<file path="config.mk">
export PLATFORM = sky130hd
export DESIGN_NAME = saturn_bus_arbiter
export DESIGN_NICKNAME = d
export VERILOG_FILES = /design/src/rtl/saturn_bus_arbiter.sv
export SDC_FILE = /design/constraint.sdc
export NUM_CORES = 1
export LEC_CHECK = 0
export ABC_AREA = 1
export BUFFER_PORTS_ARGS = -buffer_cell sky130_fd_sc_hd__buf_2
export CAP_MARGIN = 20
export CORE_MARGIN = 4
export CORE_UTILIZATION = 45
export DETAILED_ROUTE_END_ITERATION = 8
export GPL_TIMING_DRIVEN = 1
export HOLD_SLACK_MARGIN = 0.1
export PLACE_DENSITY = 0.79
export SLEW_MARGIN = 20
export SYNTH_ARGS = -nofsm -noshare
export SYNTH_HDL_FRONTEND = slang
export SYNTH_SLANG_ARGS = --single-unit
</file>
<file path="constraint.sdc">
create_clock -name i_clk -period 4.38 [get_ports i_clk]
set_clock_uncertainty 0.1 [all_clocks]
set_input_delay 0.876 -clock i_clk [delete_from_list [all_inputs] [get_ports i_clk]]
set_output_delay 0.876 -clock i_clk [all_outputs]
set_load 0.02 [all_outputs]
</file>
<file path="src/rtl/saturn_bus_arbiter.sv">
// Shares the HP48 nibble bus between instruction fetch and ALU DP transfers.
// Define SATURN_BUS_PTR_CACHE_EN to let sequential fetches skip the PC reload.
module saturn_bus_arbiter #(
  parameter int unsigned ADDR_W    = 20,
  parameter logic [1:0]  STROBE_PH = 2'd0
) (
  input  logic              i_clk,
  input  logic              i_reset,
  input  logic [1:0]        i_phase,
  input  logic              i_fetch_req,
  input  logic [ADDR_W-1:0] i_fetch_addr,
  output logic              o_fetch_valid,
  output logic [3:0]        o_fetch_nibble,
  input  logic              i_data_req,
  input  logic              i_data_write,
  input  logic [ADDR_W-1:0] i_data_addr,
  input  logic [3:0]        i_data_cnt,
  input  logic [3:0]        i_data_nibble,
  output logic              o_data_next,
  output logic              o_data_valid,
  output logic [3:0]        o_data_nibble,
  output logic              o_data_done,
  output logic              o_busy,
  output logic              o_bus_strobe,
  output logic              o_bus_cmd_data,
  output logic [3:0]        o_bus_data,
  input  logic [3:0]        i_bus_data
);

  localparam int unsigned NIB_N   = 5;
  localparam int unsigned ADDR_PW = 4 * NIB_N;

  localparam logic [3:0] BUSCMD_DP_WRITE = 4'h5;
  localparam logic [3:0] BUSCMD_LOAD_PC  = 4'h6;
  localparam logic [3:0] BUSCMD_LOAD_DP  = 4'h7;

  typedef enum logic [2:0] {IDLE, CMD, ADDR, WCMD, XFR} state_t;
  typedef enum logic {MODE_PC, MODE_DP} mode_t;

  state_t            state, eff_state;
  mode_t             dev_mode;
  logic [ADDR_W-1:0] dev_ptr, addr_q;
  logic [ADDR_PW-1:0] addr_ext;
  logic [3:0]        addr_nib, xfr_cnt, eff_cnt;
  logic [2:0]        nib_idx;
  logic              is_data_q, write_q, xfr_end, eff_end, issued;
  logic              slot, samp, pc_ok, hit;
  logic              grant_data, grant_fetch, cur_data, cur_write;

  assign slot     = (i_phase == STROBE_PH);
  assign samp     = (i_phase == 2'(STROBE_PH + 2'd1));
  assign addr_ext = ADDR_PW'(addr_q);
  assign addr_nib = 4'(addr_ext >> {nib_idx, 2'b00});

  // Grant decode; a grant acts on its own slot so a cached fetch costs one bus cycle
  always_comb begin
    grant_data  = (state == IDLE) && slot && i_data_req;
    grant_fetch = (state == IDLE) && slot && !i_data_req && i_fetch_req;
    hit         = pc_ok && (dev_mode == MODE_PC) && (dev_ptr == i_fetch_addr);
    cur_data    = grant_data | (!grant_fetch & is_data_q);
    cur_write   = grant_data ? i_data_write : (!grant_fetch & write_q);
    eff_cnt     = grant_data ? i_data_cnt : (grant_fetch ? 4'd0 : xfr_cnt);
    eff_end     = (grant_data || grant_fetch) ? 1'b0 : xfr_end;
    if (grant_data)       eff_state = CMD;
    else if (grant_fetch) eff_state = hit ? XFR : CMD;
    else                  eff_state = state;
  end

  always_ff @(posedge i_clk) begin
    if (i_reset) begin
      state          <= IDLE;
      dev_mode       <= MODE_PC;
      dev_ptr        <= '0;
      addr_q         <= '0;
      xfr_cnt        <= 4'd0;
      nib_idx        <= 3'd0;
      is_data_q      <= 1'b0;
      write_q        <= 1'b0;
      xfr_end        <= 1'b0;
      issued         <= 1'b0;
`ifdef SATURN_BUS_PTR_CACHE_EN
      pc_ok          <= 1'b0;
`endif
      o_fetch_valid  <= 1'b0;
      o_fetch_nibble <= 4'd0;
      o_data_next    <= 1'b0;
      o_data_valid   <= 1'b0;
      o_data_nibble  <= 4'd0;
      o_data_done    <= 1'b0;
      o_busy         <= 1'b0;
      o_bus_strobe   <= 1'b0;
      o_bus_cmd_data <= 1'b0;
      o_bus_data     <= 4'd0;
    end else begin
      o_bus_strobe  <= 1'b0;
      o_fetch_valid <= 1'b0;
      o_data_valid  <= 1'b0;
      o_data_next   <= 1'b0;
      o_data_done   <= 1'b0;

      if (grant_data || grant_fetch) begin
        is_data_q <= grant_data;
        write_q   <= grant_data & i_data_write;
        addr_q    <= grant_data ? i_data_addr : i_fetch_addr;
        xfr_cnt   <= grant_data ? i_data_cnt : 4'd0;
        xfr_end   <= 1'b0;
        issued    <= 1'b0;
        o_busy    <= 1'b1;
      end

      if (slot) begin
        case (eff_state)
          CMD: begin
            o_bus_strobe   <= 1'b1;
            o_bus_cmd_data <= 1'b0;
            o_bus_data     <= cur_data ? BUSCMD_LOAD_DP : BUSCMD_LOAD_PC;
            dev_mode       <= cur_data ? MODE_DP : MODE_PC;
`ifdef SATURN_BUS_PTR_CACHE_EN
            pc_ok          <= 1'b0;
`endif
            nib_idx        <= 3'd0;
            state          <= ADDR;
          end
          ADDR: begin
            o_bus_strobe   <= 1'b1;
            o_bus_cmd_data <= 1'b1;
            o_bus_data     <= addr_nib;
            nib_idx        <= nib_idx + 3'd1;
            // Device switches to the read mode on its own after the 5th nibble
            if (nib_idx == 3'(NIB_N - 1)) begin
              dev_ptr <= addr_q;
`ifdef SATURN_BUS_PTR_CACHE_EN
              pc_ok   <= (dev_mode == MODE_PC);
`endif
              state   <= write_q ? WCMD : XFR;
            end
          end
          WCMD: begin
            o_bus_strobe   <= 1'b1;
            o_bus_cmd_data <= 1'b0;
            o_bus_data     <= BUSCMD_DP_WRITE;
            state          <= XFR;
          end
          XFR: begin
            if (!eff_end) begin
              o_bus_strobe   <= 1'b1;
              o_bus_cmd_data <= 1'b1;
              o_bus_data     <= cur_write ? i_data_nibble : 4'd0;
              dev_ptr        <= dev_ptr + ADDR_W'(1);
              xfr_cnt        <= eff_cnt - 4'd1;
              xfr_end        <= (eff_cnt == 4'd0);
              issued         <= 1'b1;
              state          <= XFR;
            end
          end
          default: ;
        endcase
      end

      // Clock after each data strobe: capture read nibble or acknowledge write
      if (samp && (state == XFR) && issued) begin
        issued <= 1'b0;
        if (write_q) begin
          o_data_next <= 1'b1;
        end else if (is_data_q) begin
          o_data_valid  <= 1'b1;
          o_data_nibble <= i_bus_data;
        end else begin
          o_fetch_valid  <= 1'b1;
          o_fetch_nibble <= i_bus_data;
        end
        if (xfr_end) begin
          state       <= IDLE;
          o_busy      <= 1'b0;
          o_data_done <= is_data_q;
        end
      end
    end
  end

`ifndef SATURN_BUS_PTR_CACHE_EN
  assign pc_ok = 1'b0;
`endif

endmodule

</file>
==> out/summary.log, run 1 <==
INFO  clock_network  ctsHtreeMaxLevel=2
INFO  sta            report.final.slew_viol_count=0
INFO  yosys          synth.net_count=427
INFO  job            max_cap_violations=0
INFO  place          globalplace.congestion=0.905
INFO  floorplan      core_area=5510squm
INFO  final_layout   final_design_area_no_fill=3060squm
INFO  route          route.antenna.remaining_nets=0
INFO  floorplan      dieArea=6950squm
INFO  power_and_ir_drop ir_drop_worst_case_vdd=165uV
INFO  yosys          yosys-top-cells-area=sky130_fd_sc_hd__dfxtp_1, sky130_fd_sc_hd__nand2_1, sky130_fd_sc_hd__o21ai_0
INFO  final_layout   finalNetCount=495
INFO  worst_setup_path reg2regPathDepth=12
INFO  worst_setup_path worst_path_required_time=4520ps
INFO  final_layout   fraction_of_final_layout_cells_sized_beyond_drive_strength_1=23.0%
INFO  route          dr_total_vias=2595
INFO  final_layout   layout.filler_cells=550
INFO  sta            maximum_clock_frequency=0.333GHz
INFO  worst_setup_path critical_path.startpoint_type=input pin
INFO  worst_setup_path crit_arrival=3140ps
INFO  final_layout   antenna_diode_count=0
INFO  worst_setup_path critical_path.max_fanout=43
INFO  floorplan      die_width=83.4um
INFO  min_path       min_delay_path_depth=2
INFO  place          post-place-ws=1090ps
INFO  route          drc=0
INFO  yosys          ys_seq_area_share=41.5%
INFO  clock_network  cts_sinks=53
INFO  sta            timing.hold.ws=353ps
INFO  global_route   antenna_violations_before_repair=0
INFO  yosys          synth_top_area_share=41.5%
INFO  route          drt_first_iter_violations=154
INFO  sta            grt_setup_unrepaired=no
INFO  global_route   grt_pass1_wl=10800um
INFO  sta            finalWorstSetupSlack=1380ps
INFO  global_route   grt_overflow=0
INFO  global_route   maximum_number_of_pins_on_one_net_before_global_route_repair=44
INFO  worst_setup_path cp-end-kind=register
INFO  clock_network  number_of_buffers_created_by_cts=5
INFO  sta            max_slew.worst_pin.slew=880ps
INFO  place          dp_hpwl=4860um
INFO  sta            timing.final.setup_violations=0
INFO  sta            setup_tns=0ps
INFO  global_route   number_of_global_route_vias_before_repair=2335
INFO  route          route.detailed.vias_per_inst=5.13
INFO  clock_network  cts_tree=done
INFO  yosys          postSynthRegisterBits=53
INFO  outcome        outcome=completed
INFO  worst_setup_path crit_type=in -> reg
INFO  yosys          yosysWarnings=0
INFO  sta            timing.final.crit_period=3000ps
INFO  floorplan      ioPinCount=78
INFO  clock_network  ctsHoldBuffers=0
INFO  power_and_ir_drop power-per-cell-area=300nW/um^2
INFO  sta            relSlewSlack=41.2%
INFO  route          total_wire_length_after_detailed_routing=6580um
INFO  yosys          synthDistinctLibCells=35
INFO  yosys          netlist_instances=365
INFO  route          drt_pass1_iterations=4
INFO  floorplan      chipHeight=83.4um
INFO  clock_network  clk_pin_slew_worst_paths=100ps
INFO  yosys          synth.avg_cell_area=7.00squm
INFO  min_path       hold_class=reg -> reg
INFO  global_route   overall_global_routing_resource_usage=18.7%
INFO  final_layout   layout-area-overhead-vs-synth=19.6%
INFO  route          avgRoutedWirePerCell=13.0um
INFO  sta            timing_hold_violations_final=0
INFO  final_layout   final_common_cell=sky130_fd_sc_hd__nand2_1
INFO  yosys          synth_area=2560squm
INFO  floorplan      row_count=27
INFO  final_layout   most-common-layout-cells=sky130_fd_sc_hd__nand2_1, sky130_fd_sc_hd__buf_2, sky130_fd_sc_hd__dfxtp_1, sky130_fd_sc_hd__o21ai_0, sky130_fd_sc_hd__nor2_1
INFO  clock_network  cts_root_buffer=sky130_fd_sc_hd__clkbuf_8
INFO  clock_network  cts_resized=0
INFO  place          place.port_buffers=77
INFO  floorplan      effective_utilization_at_floorplan=46.4%
INFO  sta            final_min_period_over_clock_period=68.6%
INFO  place          dpl_cell_area=2970squm
INFO  clock_network  postCtsSetupRepairBufs=0
INFO  power_and_ir_drop pleak=1.42nW
INFO  final_layout   post-route-util=55.5%
INFO  yosys          synth_area_leader_cell=sky130_fd_sc_hd__dfxtp_1
INFO  clock_network  clock_path_buffers=2
INFO  clock_network  clock_latency=320ps
## kinds of logic (layout without fill, tap and decap cells)
family,Yosys count,count (layout),share of synthesized area (%)
flip-flops,53,53,41.5
XOR/XNOR,1,1,0.343
buffers and inverters,51,120,7.64
AND/OR/NAND/NOR,171,171,30.6
AO/OA/AOI/OAI,86,86,18.5
adder cells (fa/ha/maj),3,3,1.47
## routing by layer
layer	global-route usage [%]	part of all wire, %	vias to the layer above
met5	0	0	-
met4	4.46	1.4	0
met3	4.17	6.8	10
met2	31.4	46	89
met1	24.4	45	1145
li1	-	-	1351
## report_power, final
part,internal (W),total [W],switching [W]
Combinational,0.0000475,0.000121,0.0000732
Clock,0.000114,0.000283,0.000169
Sequential,0.000502,0.000513,0.0000113
Total,0.000663,0.000916,0.000253
## stage by stage
stage / std cells / power (W)
2_1_floorplan: 365 / 0.000595
3_3_place_gp: 498 / 0.000641
3_5_place_dp: 498 / 0.000644
4_1_cts: 506 / 0.000917
5_1_grt: 506 / 0.000957
6_report: 506 / 0.000916
## path summary, 6_finish.rpt
kind | start | to | slack [ps]
max reg2reg | state[1] | xfr_end | 1680
min reg2reg | o_data_nibble[2] | o_data_nibble[2] | 350
max | i_phase[1] | xfr_end | 1380
min | o_data_nibble[2] | o_data_nibble[2] | 350
## critical path, stage by stage
cell and delay (ps):
sky130_fd_sc_hd__buf_2 130, sky130_fd_sc_hd__nor2_8 180, sky130_fd_sc_hd__nand4_4 370, sky130_fd_sc_hd__nand2_4 480, sky130_fd_sc_hd__inv_2 130, sky130_fd_sc_hd__nand2_1 80, sky130_fd_sc_hd__nand2_1 90, sky130_fd_sc_hd__inv_1 70
sky130_fd_sc_hd__ha_1 160, sky130_fd_sc_hd__inv_1 60, sky130_fd_sc_hd__nor4_1 290, sky130_fd_sc_hd__nand3_1 120, sky130_fd_sc_hd__o21ai_0 90
## flip-flops by register name (all words and copies together) (netlist names), 3 cells and up
signal,cells
state,3
addr_ext,20
o_bus_data,4
o_fetch_nibble,4
o_data_nibble,4
xfr_cnt,4
nib_idx,3
## final cells by class
cell class | instances | area (sq um) | area share (%)
Clock buffer | 5 | 68.8 | 2.25
Sequential cell | 53 | 1060 | 34.7
Clock inverter | 3 | 21.3 | 0.696
Tap cell | 72 | 90.1 | 2.95
Inverter | 35 | 131 | 4.30
Multi-Input combinational cell | 261 | 1300 | 42.5
Timing Repair Buffer | 77 | 385 | 12.6
## Yosys cell counts
cell                        instances
sky130_fd_sc_hd__nor2_1            36
sky130_fd_sc_hd__nor2_8             1
sky130_fd_sc_hd__nand2_2            2
sky130_fd_sc_hd__o2111ai_1          1
sky130_fd_sc_hd__ha_1               3
sky130_fd_sc_hd__nand3_2            1
sky130_fd_sc_hd__o211ai_1           1
sky130_fd_sc_hd__a21oi_1           18
sky130_fd_sc_hd__buf_2              3
sky130_fd_sc_hd__clkinv_1           1
sky130_fd_sc_hd__nand4_1            1
sky130_fd_sc_hd__inv_1             29
sky130_fd_sc_hd__nand3_1           26
sky130_fd_sc_hd__a211oi_1           1
sky130_fd_sc_hd__nor3_4             1
sky130_fd_sc_hd__nand4_4            1
sky130_fd_sc_hd__o31ai_1            1
sky130_fd_sc_hd__nor3_1             5
sky130_fd_sc_hd__and3b_1            1
sky130_fd_sc_hd__xnor2_1            1
sky130_fd_sc_hd__buf_1              2
sky130_fd_sc_hd__a31oi_1           22
sky130_fd_sc_hd__inv_2              5
sky130_fd_sc_hd__nand2_1           90
sky130_fd_sc_hd__a22oi_1            1
sky130_fd_sc_hd__nor3_2             1
sky130_fd_sc_hd__dfxtp_1           53
sky130_fd_sc_hd__clkbuf_1          11
sky130_fd_sc_hd__nand4_2            1
sky130_fd_sc_hd__nand2_4            1
sky130_fd_sc_hd__o21ai_1            1
sky130_fd_sc_hd__nand3b_1           1
sky130_fd_sc_hd__nor2_4             1
sky130_fd_sc_hd__o21ai_0           40
sky130_fd_sc_hd__nor4_1             1
Note: power is estimated with default switching activity, not from simulation.
==> inputs of run 2 (changes only) <==
clock period = 3.1 ns   (was 4.38 ns; I/O delays follow)
==> run 2 against run 1 <==
Against the previous run: hold slack is the same; sequential share of layout area shrank 0.41 points; largest cell class unchanged; combinational power up 43%; critical endpoint unchanged; core utilization up 0.66 points; clock power grew 59%; die area did not move; design area rose by 1.2%; flip-flop and latch count is the same; via count up 0.73%.
==> out/summary.log, run 2 (synthesized netlist as in run 1, its figures left out) <==
INFO  power_and_ir_drop pleak=1.45nW [+1.7%]
INFO  floorplan      chipHeight=83.4um [unchanged]
INFO  route          maxUsedRoutingLayer=met4
INFO  sta            report.final.slew_viol_count=0 [unchanged]
INFO  final_layout   fraction_of_final_layout_cells_sized_beyond_drive_strength_1=23.4% [+0.35 points]
INFO  route          total_met3_wirelength_after_detailed_routing=466um [+4.5%]
INFO  worst_setup_path cp-end-kind=register
INFO  sta            relSlewSlack=43.1% [+1.8 points]
INFO  route          m1WireLength=2980um [-0.60%]
INFO  worst_setup_path ff2ff_setup_slack=910ps [-770 ps]
INFO  worst_setup_path worst_path_required_time=3220ps [-1300 ps]
INFO  floorplan      die_width=83.4um [unchanged]
INFO  clock_network  postCtsSetupRepairBufs=0 [unchanged]
INFO  clock_network  cts_resized=0 [unchanged]
INFO  sta            timing_hold_violations_final=0 [unchanged]
INFO  final_layout   largest_register_ff_count=20 [unchanged]
INFO  power_and_ir_drop ir_drop_worst_case_vdd=252uV [+53%]
INFO  clock_network  cts_tree=done
INFO  route          drt_first_iter_violations=162 [+5.2%]
INFO  route          total_wire_length_after_detailed_routing=6600um [+0.26%]
INFO  clock_network  clock_path_buffers=2 [unchanged]
INFO  power_and_ir_drop power-per-cell-area=435nW/um^2 [+45%]
INFO  power_and_ir_drop clock_power_share=33.3% [+2.4 points]
INFO  final_layout   post-route-util=56.2% [+0.66 points]
INFO  worst_setup_path cp-startpoint=state[1]
INFO  floorplan      core_area=5510squm [unchanged]
INFO  sta            max_slew.worst_pin.slew=853ps [-27.1 ps]
INFO  clock_network  cts_sinks=53 [unchanged]
INFO  route          route.antenna.remaining_nets=0 [unchanged]
INFO  power_and_ir_drop power_report.internal_total=0.00101W [+53%]
INFO  power_and_ir_drop netSwitchingFraction=24.7% [-2.9 points]
INFO  route          met2_length=3060um [+0.23%]
INFO  place          dp_hpwl=4970um [+2.3%]
INFO  job            max_cap_violations=0 [unchanged]
INFO  clock_network  cts_root_buffer=sky130_fd_sc_hd__clkbuf_8
INFO  route          drc=0 [unchanged]
INFO  worst_setup_path r2r-end=xfr_end
INFO  route          dr_total_vias=2614 [+0.73%]
INFO  sta            maximum_clock_frequency=0.457GHz
INFO  sta            grt_setup_unrepaired=no
INFO  global_route   antenna_violations_before_repair=0 [unchanged]
INFO  place          place.port_buffers=77 [unchanged]
INFO  worst_setup_path reg2regPathDepth=12 [unchanged]
INFO  worst_setup_path crit_type=reg -> reg
INFO  min_path       min_delay_path_depth=2 [unchanged]
INFO  clock_network  ctsHtreeMaxLevel=2 [unchanged]
INFO  power_and_ir_drop net_switching_power=0.000333W [+31%]
INFO  route          route.detailed.vias_per_inst=5.15 [+0.34%]
INFO  route          drt_pass1_iterations=5 [+1]
INFO  global_route   grt_pass1_wl=11400um [+5.4%]
INFO  power_and_ir_drop finalPower=0.00135W [+47%]
INFO  worst_setup_path crit_arrival=2310ps [-830 ps]
INFO  worst_setup_path critical_path.startpoint_type=register
INFO  final_layout   most-common-layout-cells=sky130_fd_sc_hd__nand2_1, sky130_fd_sc_hd__buf_2, sky130_fd_sc_hd__dfxtp_1, sky130_fd_sc_hd__o21ai_0, sky130_fd_sc_hd__nor2_1
INFO  sta            timing.final.crit_period=2190ps
INFO  clock_network  number_of_buffers_created_by_cts=5 [unchanged]
INFO  final_layout   final_common_cell=sky130_fd_sc_hd__nand2_1
INFO  clock_network  ctsHoldBuffers=0 [unchanged]
INFO  floorplan      ioPinCount=78 [unchanged]
INFO  sta            final_min_period_over_clock_period=70.6%
INFO  final_layout   antenna_diode_count=0 [unchanged]
INFO  floorplan      effective_utilization_at_floorplan=46.4% [unchanged]
INFO  floorplan      row_count=27 [unchanged]
INFO  place          globalplace.congestion=0.867 [-4.2%]
INFO  power_and_ir_drop seqPwrFrac=53.8% [-2.2 points]
INFO  floorplan      dieArea=6950squm [unchanged]
INFO  clock_network  clock_latency=300ps [-20 ps]
INFO  sta            setup_tns=0ps [unchanged]
INFO  global_route   overall_global_routing_resource_usage=19.5% [+0.83 points]
INFO  route          avgRoutedWirePerCell=13.0um [-0.14%]
INFO  power_and_ir_drop p_comb_share=12.8% [-0.4 points]
INFO  global_route   number_of_global_route_vias_before_repair=2507 [+7.4%]
INFO  clock_network  clk_pin_slew_worst_paths=90ps [about the same]
INFO  outcome        outcome=completed
INFO  worst_setup_path critical_path.max_fanout=23 [-47%]
INFO  min_path       hold_class=reg -> reg
INFO  global_route   maximum_number_of_pins_on_one_net_before_global_route_repair=43 [-2.3%]
INFO  worst_setup_path critical_path.reg2reg.startpoint=state[1]
INFO  worst_setup_path setup.worst_path.end=xfr_end
INFO  final_layout   finalNetCount=498 [+0.61%]
INFO  sta            timing.final.setup_violations=0 [unchanged]
INFO  global_route   grt_overflow=0 [unchanged]
INFO  final_layout   layout-area-overhead-vs-synth=21.0%
INFO  final_layout   layout.filler_cells=568 [+3.3%]
-- run 2: changes by cell type in the layout (fill, tap and decap cells not counted) --
cell / previous run / this run
sky130_fd_sc_hd__buf_4: 0 / 3
sky130_fd_sc_hd__bufinv_16: 0 / 1
sky130_fd_sc_hd__inv_6: 1 / 0
sky130_fd_sc_hd__clkinvlp_4: 1 / 0
-- run 2: worst min path at each step --
| stage | startpoint | endpoint | slack (ps) |
|---|---|---|---|
| floorplan | is_data_q | o_data_done | 360 |
| global placement | o_data_nibble[2] | o_data_nibble[2] | 330 |
| detailed placement | o_data_nibble[2] | o_data_nibble[2] | 340 |
| CTS | o_data_nibble[2] | o_data_nibble[2] | 360 |
| global route | o_data_nibble[0] | o_data_nibble[0] | 390 |
| finish | o_data_nibble[2] | o_data_nibble[2] | 350 |
-- run 2: final cells by class --
class	instances	area [sq um]	area share, %
tap	72	90.1	2.91
inverter	35	131	4.25
sequential	53	1060	34.3
multi-input combinational	261	1300	42.0
clock buffer	5	68.8	2.22
timing repair buffer	80	408	13.2
clock inverter	2	35.0	1.13
-- run 2: critical path: stages, from the launching register on --
cell and delay (ps):
sky130_fd_sc_hd__dfxtp_1 540, sky130_fd_sc_hd__nor2_4 100, sky130_fd_sc_hd__nand4_4 100, sky130_fd_sc_hd__buf_4 270, sky130_fd_sc_hd__inv_2 70, sky130_fd_sc_hd__nand2_1 60
sky130_fd_sc_hd__nand2_1 80, sky130_fd_sc_hd__inv_1 60, sky130_fd_sc_hd__ha_1 150, sky130_fd_sc_hd__inv_1 60, sky130_fd_sc_hd__nor4_1 260, sky130_fd_sc_hd__nand3_1 130
sky130_fd_sc_hd__o21ai_0 110
-- run 2: power by group through the flow --
stage / clock (W) / sequential [W] / combinational [W]
after floorplan: 0 / 0.000740 / 0.000101
after global placement: 0 / 0.000739 / 0.000170
after detailed placement: 0 / 0.000740 / 0.000172
after CTS: 0.000459 / 0.000725 / 0.000173
after global routing: 0.000487 / 0.000728 / 0.000198
final: 0.000449 / 0.000725 / 0.000173
-- run 2: metrics by stage --
step                cell area (sq um)  cells  setup WS, ps  hold slack (ps)
finish                           3090    508           913              353
global route                     3090    508           762              395
CTS                              3090    508           915              357
detailed placement               2990    501           681              343
global placement                 2990    501           752              331
floorplan                        2560    365          1060              362
-- run 2: routing by layer --
layer	GRT usage (%)	up-vias
met5	0	-
met4	5.65	0
met3	3.87	9
met2	31.9	100
met1	26.2	1155
li1	-	1350
==> inputs of run 3 (changes only) <==
PLACE_DENSITY = 0.82   (was 0.79)
clock period = 1.9 ns   (was 3.1 ns; I/O delays follow)
==> run 3 against run 2 <==
Against the previous run: via count is 2.3% higher; core utilization is 2.7 points higher; hold slack worse by 150 ps; critical endpoint is now o_data_nibble[3]; largest cell class unchanged.
==> out/summary.log, run 3 (synthesized netlist as in run 1, its figures left out) <==
INFO  clock_network  number_of_buffers_created_by_cts=5 [unchanged]
INFO  sta            grt_setup_unrepaired=yes
INFO  power_and_ir_drop ir_drop_worst_case_vdd=400uV [+59%]
INFO  clock_network  cts_tree=done
INFO  global_route   number_of_global_route_vias_before_repair=2576 [+2.8%]
INFO  sta            timing.hold.ws=200ps [-153 ps]
INFO  worst_setup_path worst_path_required_time=2000ps [-1220 ps]
INFO  final_layout   fraction_of_final_layout_cells_sized_beyond_drive_strength_1=27.8% [+4.4 points]
INFO  global_route   overall_global_routing_resource_usage=19.6% [+0.046 points]
INFO  power_and_ir_drop clock_power_share=29.6% [-3.7 points]
INFO  sta            timing.final.setup_violations=0 [unchanged]
INFO  route          route.antenna.remaining_nets=0 [unchanged]
INFO  route          route.detailed.vias_per_inst=5.09 [-1.0%]
INFO  power_and_ir_drop netSwitchingFraction=26.7% [+2.0 points]
INFO  sta            relSlewSlack=74.9% [+32 points]
INFO  floorplan      die_width=83.4um [unchanged]
INFO  power_and_ir_drop power-per-cell-area=652nW/um^2 [+50%]
INFO  clock_network  cts_root_buffer=sky130_fd_sc_hd__clkbuf_8
INFO  min_path       hold_class=in -> reg
INFO  outcome        outcome=completed
INFO  floorplan      effective_utilization_at_floorplan=46.4% [unchanged]
INFO  global_route   grt_pass1_wl=11400um [about the same]
INFO  place          globalplace.congestion=0.868 [about the same]
INFO  worst_setup_path cp-end-kind=register
INFO  power_and_ir_drop pleak=1.53nW [+5.5%]
INFO  sta            maximum_clock_frequency=0.557GHz [+22%]
INFO  sta            report.final.slew_viol_count=0 [unchanged]
INFO  sta            setup_tns=0ps [unchanged]
INFO  place          post-place-ws=-27.0ps [-708 ps]
INFO  power_and_ir_drop finalPower=0.00212W [+57%]
INFO  final_layout   largest_register_ff_count=20 [unchanged]
INFO  clock_network  clk_pin_slew_worst_paths=90ps [about the same]
INFO  route          dr_total_vias=2674 [+2.3%]
INFO  final_layout   most-common-layout-cells=sky130_fd_sc_hd__nand2_1, sky130_fd_sc_hd__buf_2, sky130_fd_sc_hd__dfxtp_1, sky130_fd_sc_hd__o21ai_0, sky130_fd_sc_hd__nor2_1
INFO  final_layout   layout.filler_cells=505 [-11%]
INFO  job            max_cap_violations=0 [unchanged]
INFO  final_layout   final_common_cell=sky130_fd_sc_hd__nand2_1
INFO  route          avgRoutedWirePerCell=12.8um [-1.6%]
INFO  place          place.port_buffers=77 [unchanged]
INFO  clock_network  clock_latency=310ps [about the same]
INFO  route          drt_pass1_iterations=4 [-1]
INFO  floorplan      dieArea=6950squm [unchanged]
INFO  sta            max_slew.worst_pin.slew=376ps [-477 ps]
INFO  power_and_ir_drop p_comb_share=14.5% [+1.7 points]
INFO  route          drc=0 [unchanged]
INFO  worst_setup_path crit_arrival=1900ps [-410 ps]
INFO  final_layout   finalNetCount=514 [+3.2%]
INFO  global_route   grt_overflow=0 [unchanged]
INFO  clock_network  cts_sinks=53 [unchanged]
INFO  sta            final_min_period_over_clock_period=94.4% [+24 points]
INFO  clock_network  ctsHoldBuffers=0 [unchanged]
INFO  global_route   antenna_violations_before_repair=0 [unchanged]
INFO  clock_network  ctsHtreeMaxLevel=2 [unchanged]
INFO  place          dp_hpwl=5100um [+2.6%]
INFO  route          drt_first_iter_violations=215 [+33%]
INFO  final_layout   layout-area-overhead-vs-synth=26.9%
INFO  global_route   maximum_number_of_pins_on_one_net_before_global_route_repair=43 [unchanged]
INFO  route          total_wire_length_after_detailed_routing=6710um [+1.7%]
INFO  worst_setup_path crit_type=reg -> reg
INFO  floorplan      core_area=5510squm [unchanged]
INFO  floorplan      ioPinCount=78 [unchanged]
INFO  power_and_ir_drop power_report.internal_total=0.00155W [+53%]
INFO  worst_setup_path critical_path.startpoint_type=register
INFO  sta            finalWorstSetupSlack=106ps [-807 ps]
INFO  worst_setup_path critical_path.max_fanout=9 [-61%]
INFO  final_layout   antenna_diode_count=0 [unchanged]
INFO  floorplan      row_count=27 [unchanged]
INFO  sta            timing_hold_violations_final=0 [unchanged]
INFO  floorplan      chipHeight=83.4um [unchanged]
INFO  power_and_ir_drop net_switching_power=0.000566W [+70%]
INFO  sta            timing.final.crit_period=1790ps [-393 ps]
INFO  clock_network  clock_path_buffers=2 [unchanged]
INFO  power_and_ir_drop seqPwrFrac=55.9% [+2.1 points]
-- run 3: cell count changes in the layout (fill, tap and decap cells not counted), sizes merged --
cell,change
clkinvlp,+1
inv,+1
clkbuf,+1
bufinv,-1
buf,+16
clkinv,-1
-- run 3: per-layer routing --
metal	share of wire, %	up-vias	global-route usage (%)
met4	1.4	0	6.54
li1	-	1385	-
met2	48	88	33.4
met3	7.8	12	4.56
met5	0	-	0
met1	43	1189	24.2
-- run 3: area by class of cell --
cell class                 instances  area, sq um  share of cell area, %
multi-input combinational        261         1320                   40.8
clock inverter                     2         13.8                  0.424
tap                               72         90.1                   2.78
sequential                        53         1060                   32.8
clock buffer                       6         72.6                   2.24
inverter                          35          135                   4.17
timing repair buffer              96          544                   16.8
-- run 3: final timing paths --
| path | startpoint | end | slack, ps | cells past startpoint |
|---|---|---|---|---|
| worst min-delay path | i_bus_data[2] | o_fetch_nibble[2] | 200 | 3 |
| worst max register to register | state[1] | o_data_nibble[3] | 110 | 9 |
| worst max-delay path | state[1] | o_data_nibble[3] | 110 | 9 |
| worst min register to register | o_data_nibble[0] | o_data_nibble[0] | 350 | 2 |
-- run 3: repair_timing --
item / 4_1_cts / 5_1_grt
setup endpoints to repair: 0 / 4
gates resized for setup: 0 / 11
setup buffers: 0 / 2
-- run 3: critical path: stages, from the launching register on --
cell                      delay, ps
sky130_fd_sc_hd__dfxtp_2        340
sky130_fd_sc_hd__nor2_4         200
sky130_fd_sc_hd__buf_4          150
sky130_fd_sc_hd__nand2_2         90
sky130_fd_sc_hd__inv_1          160
sky130_fd_sc_hd__nand2_1        130
sky130_fd_sc_hd__inv_1          100
sky130_fd_sc_hd__nand3_2        160
sky130_fd_sc_hd__o21ai_0        210
sky130_fd_sc_hd__a21oi_1         60
-- run 3: power by group through the flow --
stage | combinational [W] | clock [W] | sequential, W
finish | 0.000307 | 0.000626 | 0.00118
global placement | 0.000292 | 0 | 0.00121
CTS | 0.000300 | 0.000640 | 0.00118
floorplan | 0.000165 | 0 | 0.00121
global route | 0.000348 | 0.000697 | 0.00119
detailed placement | 0.000299 | 0 | 0.00121
-- run 3: stage by stage --
| stage | cells | util (%) | cell area (sq um) |
|---|---|---|---|
| 6_report | 525 | 58.9 | 3240 |
| 5_1_grt | 525 | 58.9 | 3240 |
| 4_1_cts | 523 | 58.0 | 3190 |
| 3_5_place_dp | 515 | 56.4 | 3110 |
| 3_3_place_gp | 515 | 56.4 | 3110 |
| 2_1_floorplan | 365 | - | 2560 |
